--- src/rtl/counter_pkg.sv ---
// Shared encodings for the parametrised up/down counter: operating modes
// and the two-state count/halt controller.
package counter_pkg;

    // Counting mode as presented on the mode port; the reserved code is
    // handled like MODE_WRAP by the counter.
    typedef enum logic [1:0] {
        MODE_WRAP    = 2'b00,
        MODE_SAT     = 2'b01,
        MODE_ONESHOT = 2'b10,
        MODE_RSVD    = 2'b11
    } mode_e;

    // Controller state: ST_HALT freezes the count once a one-shot run
    // has reached its terminal value.
    typedef enum logic {
        ST_COUNT = 1'b0,
        ST_HALT  = 1'b1
    } state_e;

endpackage : counter_pkg

--- src/rtl/param_updown_counter.sv ---
// Parametrised up/down counter with synchronous load/clear, wrap, saturate
// and one-shot modes, a one-cycle terminal-count pulse and a sticky wrap flag.
module param_updown_counter
    import counter_pkg::*;
#(
    parameter int unsigned WIDTH     = 8,
    parameter int unsigned MAX_VAL   = (1 << WIDTH) - 1,
    parameter int unsigned RESET_VAL = 0
) (
    input  logic             clk,
    input  logic             reset,
    input  logic             enable,
    input  logic             up_down,
    input  logic             load,
    input  logic [WIDTH-1:0] load_val,
    input  logic             clear,
    input  logic [1:0]       mode,
    output logic [WIDTH-1:0] count_out,
    output logic             tc,
    output logic             wrapped,
    output logic             halted
);

    localparam logic [WIDTH-1:0] MAX_C   = MAX_VAL[WIDTH-1:0];
    localparam logic [WIDTH-1:0] RESET_C = RESET_VAL[WIDTH-1:0];
    localparam logic [WIDTH:0]   MAX_EXT = {1'b0, MAX_C};
    localparam logic [WIDTH:0]   ONE_EXT = {{WIDTH{1'b0}}, 1'b1};

    logic [WIDTH-1:0] count_q, count_d;
    logic             tc_q, tc_d;
    logic             wrapped_q, wrapped_d;
    state_e           state_q, state_d;

    mode_e            mode_s;
    logic             wrap_mode;
    logic [WIDTH-1:0] terminal;
    logic [WIDTH-1:0] load_clamped;
    logic [WIDTH:0]   step_ext;
    logic [WIDTH-1:0] step_val;

    // Decode mode, terminal value and the candidate next values.
    always_comb begin
        mode_s       = mode_e'(mode);
        wrap_mode    = (mode_s == MODE_WRAP) || (mode_s == MODE_RSVD);
        // The terminal follows the direction sampled this cycle, so a
        // direction flip re-targets the terminal on the same edge.
        terminal     = up_down ? MAX_C : '0;
        load_clamped = (load_val > MAX_C) ? MAX_C : load_val;
        // One spare bit keeps the step free of overflow; it is only taken
        // from a non-terminal value, so the clamp never fires in practice.
        step_ext     = up_down ? ({1'b0, count_q} + ONE_EXT)
                               : ({1'b0, count_q} - ONE_EXT);
        step_val     = (step_ext > MAX_EXT) ? MAX_C : step_ext[WIDTH-1:0];
    end

    // Next-state logic: clear > load > step > hold.
    always_comb begin
        // NOTE: every signal gets a default first so no path leaves one
        // unassigned, which would otherwise infer a latch.
        count_d   = count_q;
        tc_d      = 1'b0;
        wrapped_d = wrapped_q;
        state_d   = state_q;

        if (clear) begin
            count_d   = RESET_C;
            wrapped_d = 1'b0;
            state_d   = ST_COUNT;
        end else if (load) begin
            count_d = load_clamped;
            state_d = ST_COUNT;
        end else if (state_q == ST_HALT) begin
            // Frozen: enable ignored; leaving one-shot mode releases the halt.
            if (mode_s != MODE_ONESHOT) begin
                state_d = ST_COUNT;
            end
        end else if (enable) begin
            if (count_q == terminal) begin
                // From the terminal only WRAP moves; the opposite end can
                // never be the terminal of the current direction, so no tc.
                if (wrap_mode) begin
                    count_d   = up_down ? '0 : MAX_C;
                    wrapped_d = 1'b1;
                end
            end else begin
                count_d = step_val;
                if (step_val == terminal) begin
                    tc_d = 1'b1;
                    if (mode_s == MODE_ONESHOT) begin
                        state_d = ST_HALT;
                    end
                end
            end
        end
    end

    // State registers with asynchronous active-low reset.
    always_ff @(posedge clk or negedge reset) begin
        if (!reset) begin
            count_q   <= RESET_C;
            tc_q      <= 1'b0;
            wrapped_q <= 1'b0;
            state_q   <= ST_COUNT;
        end else begin
            // NOTE: non-blocking assignments so every register updates from
            // the same pre-edge values, independent of statement order.
            count_q   <= count_d;
            tc_q      <= tc_d;
            wrapped_q <= wrapped_d;
            state_q   <= state_d;
        end
    end

    assign count_out = count_q;
    assign tc        = tc_q;
    assign wrapped   = wrapped_q;
    assign halted    = (state_q == ST_HALT);

endmodule : param_updown_counter
--- config.mk ---
export PLATFORM = sky130hd
export DESIGN_NAME = param_updown_counter
export DESIGN_NICKNAME = d
export VERILOG_FILES = /design/src/rtl/counter_pkg.sv /design/src/rtl/param_updown_counter.sv
export SDC_FILE = /design/constraint.sdc
export NUM_CORES = 1
export LEC_CHECK = 0
export BUFFER_PORTS_ARGS = -buffer_cell sky130_fd_sc_hd__buf_2
export CAP_MARGIN = 25
export CORE_MARGIN = 2
export CORE_UTILIZATION = 45
export DETAILED_ROUTE_END_ITERATION = 10
export GPL_TIMING_DRIVEN = 0
export PLACE_DENSITY = 0.7
export SYNTH_ARGS = -nofsm -noshare
export SYNTH_HDL_FRONTEND = slang
export SYNTH_SLANG_ARGS = --single-unit
export TNS_END_PERCENT = 5
--- constraint.sdc ---
create_clock -name clk -period 3.5 [get_ports clk]
set_clock_uncertainty 0.05 [all_clocks]
set_input_delay 0.7 -clock clk [delete_from_list [all_inputs] [get_ports clk]]
set_output_delay 0.7 -clock clk [all_outputs]
set_load 0.01 [all_outputs]
# Word level (Yosys, flattened, before mapping)
# Index checks and enable logic that the tools add are counted.
# word_totals
ff_bits	11
out_inout_bits	11
wordCells	56
# op_classes
add_sub_neg	2
order_cmp	2
eq_ne	9
n_mux	31
n_reduce_logical	8
# op_table
op	n
8-bit 2-to-1 mux	10
1-bit 2-to-1 mux	20
8-bit == test	2
8-bit by 1-bit adder with 9-bit output (second input constant)	1
9-bit by 8-bit > comparator with 1-bit output (second input constant)	1
9-bit 2-to-1 mux	1
8-bit by 1-bit subtractor with 9-bit output (second input constant)	1
8-bit > comparator (second input constant)	1
2-bit nonzero test	3
5-bit AND reduction	1
2-bit == test (second input constant)	2
2-bit != test (second input constant)	2
4-bit != test (second input constant)	1
3-bit != test (second input constant)	1
3-bit AND reduction	1
3-bit nonzero test	1
2-bit logical NOT	1
2-bit by 1-bit != test with 1-bit output (second input constant)	1
1-bit logical OR	1

# Longest topological paths before layout
# depth
depth_word	11
depth_mapped	12
depth_no_buf	9

# Worst setup path before layout
# OpenSTA, ideal clock, no wires.
# synth_path
path_kind	input port to flip-flop
from	in up_down
to	reg count_q[5] (netlist: count_out[5])
setup_ns	0.126
t_arrival_ns	2.858
t_required_ns	3.324
slack_ns	0.466
path_stages	10
cell_sequence	buf_2 -> inv_1 -> fa_1 -> and3_1 -> o21ai_1 -> a21oi_1 -> a211oi_1 -> xnor2_1 -> a31oi_1 -> a221o_1
# synth_via
elab_chain_len	8
# synth_lines
item	line_no	rtl
start, declared	param_updown_counter.sv:13	input logic up_down,
9-bit 2-to-1 mux	param_updown_counter.sv:51	step_ext = up_down ? ({1'b0, count_q} + ONE_EXT)
9-bit by 8-bit > comparator with 1-bit output	param_updown_counter.sv:53	step_val = (step_ext > MAX_EXT) ? MAX_C : step_ext[WIDTH-1:0];
8-bit 2-to-1 mux	param_updown_counter.sv:53	
8-bit 2-to-1 mux	param_updown_counter.sv:78	if (count_q == terminal) begin
8-bit 2-to-1 mux	param_updown_counter.sv:77	end else if (enable) begin
8-bit 2-to-1 mux	param_updown_counter.sv:72	end else if (state_q == ST_HALT) begin
8-bit 2-to-1 mux	param_updown_counter.sv:69	end else if (load) begin
8-bit 2-to-1 mux	param_updown_counter.sv:65	if (clear) begin
end signal, assigned	param_updown_counter.sv:107	count_q <= count_d;
end, declared	param_updown_counter.sv:29	logic [WIDTH-1:0] count_q, count_d;
# Several ways; a longest one is shown, not always the timed one. The select of a mux whose other input is x is not followed.
# A chain may end at the register's enable or synchronous reset.

# Final worst setup path
# Same ends and word-level chain as after synthesis.

==> results.cfg <==
[cts]
cts_num_sinks = 11
cts_hold_buf = 0
cts_buffers = 3
cts_buffer_depth = 2
insertion_delay_ns = 0.27
root_buffer = clkbuf_4
path_clk_slew_ns = 0.07
cts-resized-gates = 0
cts_tree = built
cts_setup_buffers = 0
ctsHtreeMaxLevel = 1

[timing]
hold_violations = 0
slew_viol_final = 0
tns_ns = 0
relSlewSlack_pct = 51.35
rsz0062_at_grt = no
setup_viol_count_final = 0
worst_pin_slew_ns = 0.7242
max_clock_freq_mhz = 318.6
post-route-period-util_pct = 89.69
fin_crit_ns = 3.139
worst_slack_ns = 0.3608
whs_ns = 0.2341

[routing]
wl_mm = 2.495
drc = 0
drtIter0Drc = 32
drt_first_pass_iters = 4
ant_nets = 0
wire_per_inst_um = 15.03
routed-via-count = 996
vias_per_cell = 6.000

[power]
p_per_area_nw_per_um2 = 407.5
ir_drop_uv = 284.9
power_uw = 475.7
leakagePower_uw = 0.0005451

[synth]
ys_warn_count = 0
syn_inst = 110
avgSynthCellArea_sq_um = 8.929
yosysUniqueCellTypes = 37
synth-seq-cells = 11
synthesis.nets = 135
yosysSeqAreaShare_pct = 28.03
syn_area_sq_um = 982.2

[floorplan]
rows = 16
io_pins = 27
die_height_um = 50.72
die-width_um = 50.72
start_util_pct = 49.06
dieArea_sq_um = 2573
core_area_sq_um = 2002

[global_route]
grt_overflow = 0
grt_max_degree = 12
first_global_vias = 962
grt_pass1_wl_mm = 4.388
grt_use_total_pct = 22.84
grt_antenna_before_repair = 0

[critical_path]
rr_startpoint = count_out[0]
worstSetupStartpointType = input pin
timing.critical_path.max_delay_family = compound AO/OA/AOI/OAI gates
end_kind = flip-flop
r2r_setup_slack_ns = 0.78
cp_max_fo = 8
cp.arrival_ns = 3.24
path_buf_inv = 2
ff2ff_path_depth = 8
max_stage_delay_ns = 0.49
critPathRequiredTime_ns = 3.61
reg2reg_to = count_out[5]
crit_chain = buf_2 -> inv_1 -> fa_1 -> and3_1 -> o21ai_1 -> a21oi_1 -> a211oi_1 -> xnor2_1 -> a31oi_1 -> a221o_1
crit_path_top_delay_cell = fa_1
crit_type = input pin to flip-flop

[run_status]
outcome = completed

[place]
dpl.hpwl_mm = 1.932
numPortBuffers = 25
gp_congestion = 0.8633
place_ws_ns = 0.1152
place_area_sq_um = 1141

[hold_path]
hold_path_class = input pin to asynchronous set/reset pin

[job]
drv_cap = 0

[cells_and_area]
drive_gt1_share_pct = 25.90
diodes = 0
num-nets-final = 165
final_area_sq_um = 1167
areaGrowthSynthToFinish_pct = 18.85
cell usage after synthesis:
master     number  share of area, %
or3_1           2               1.3
nand4b_1        1              0.89
o21ai_1         1              0.51
o22ai_1         1              0.64
nor2b_1         1              0.64
o221ai_1        1              0.89
and3_1          1              0.64
a211oi_1        2               1.5
xnor2_1         4               3.6
nand4_1         1              0.64
inv_1           5               1.9
nor2_2          1              0.64
a21o_1          1              0.76
o221a_2         1               1.1
nand3_1         4               2.0
buf_2           1              0.51
o21ai_0         4               2.0
nand2_1         5               1.9
dfrtp_1        11                28
a31oi_1         5               3.2
buf_6           3               3.4
nor2_1         12               4.6
buf_1           1              0.38
nor4b_1         2               1.8
o32ai_1         1              0.89
nand4bb_1       1               1.1
nand3b_4        1               2.0
o21a_1          2               1.5
ha_1            8                10
a221o_1         8               8.2
nand3_2         1               1.0
o31a_1          1              0.89
fa_1            1               2.0
nor4_1          1              0.64
a21oi_1         9               4.6
xor2_1          2               1.8
nor3_1          3               1.5
flip-flops by register name (all words and copies together), names as in the netlist:
| register | count |
|---|---|
| halted | 1 |
| tc | 1 |
| wrapped | 1 |
| count_out | 8 |
routing by layer:
metal | GRT usage (%) | vias to the layer above | wire (um) | part of all wire, %
li1 | - | 483 | - | -
met1 | 28.04 | 463 | 1069 | 43
met2 | 38.60 | 46 | 1207 | 48
met3 | 5.952 | 4 | 191 | 7.7
met4 | 7.658 | 0 | 25 | 1.0
met5 | 0 | - | 0 | 0
how the worst max path moves through the flow:
stage               slack (ns)     from      endpoint  depth (start not counted)
finish                    0.36  up_down  count_out[5]                         10
global route              0.14  up_down  count_out[5]                         10
CTS                       0.40  up_down  count_out[5]                         10
detailed placement        0.12  up_down  count_out[5]                         10
global placement          0.11  up_down  count_out[4]                         10
floorplan                 0.47  up_down  count_out[5]                         10
worst register-to-register path: cells and delay by family, from the launching register on:
kind / cells / cell delay [ns]
and+or+nand+nor: 1 / 0.19
AOI/OAI and AO/OA: 5 / 1.16
DFF: 1 / 0.42
xor gates and xnor gates: 1 / 0.36
adders and majority gates: 1 / 0.43
area by class of cell:
cell class                 instances  area [sq um]
clock buffer                       4         26.28
buffer                             5         42.54
tap                               27         33.78
inverter                           5         18.77
sequential                        11         275.3
fill                             187         834.6
timing repair buffer              25         125.1
multi-input combinational         89         645.6
cell families after synthesis:
logic type      count (synthesis)  share of synthesized area [%]
buf+inv                        10                          6.241
fa+ha+maj                       9                          12.23
compound gates                 37                          26.75
simple gates                   37                          21.40
flops                          11                          28.03
xor+xnor                        6                          5.350
metrics by stage:
stage          cells  utilization (%)
3_5_place_dp     162            57.00
4_1_cts          166            58.31
3_3_place_gp     162            57.00
2_1_floorplan    110                -
5_1_grt          166            58.31
6_report         166            58.31
cell usage in the layout (no fill, tap or decap), drive strengths merged, types with 2 or more instances in the layout:
| cell | n |
|---|---|
| buf | 30 |
| nor2 | 13 |
| dfrtp | 11 |
| a21oi | 9 |
| a221o | 8 |
| ha | 8 |
| inv | 5 |
| nand2 | 5 |
| a31oi | 5 |
| nand3 | 5 |
| o21ai | 5 |
| xnor2 | 4 |
| clkbuf | 4 |
| nor3 | 3 |
| o21a | 2 |
| xor2 | 2 |
| a211oi | 2 |
| or3 | 2 |
| nor4b | 2 |
report_power, final:
group / switching [uW] / internal (uW) / total, uW
logic: 133 / 98.9 / 232
clock network: 46.0 / 44.2 / 90.1
registers: 13.1 / 140 / 153
total: 192 / 283 / 476
(Power assumes the default switching activity.)
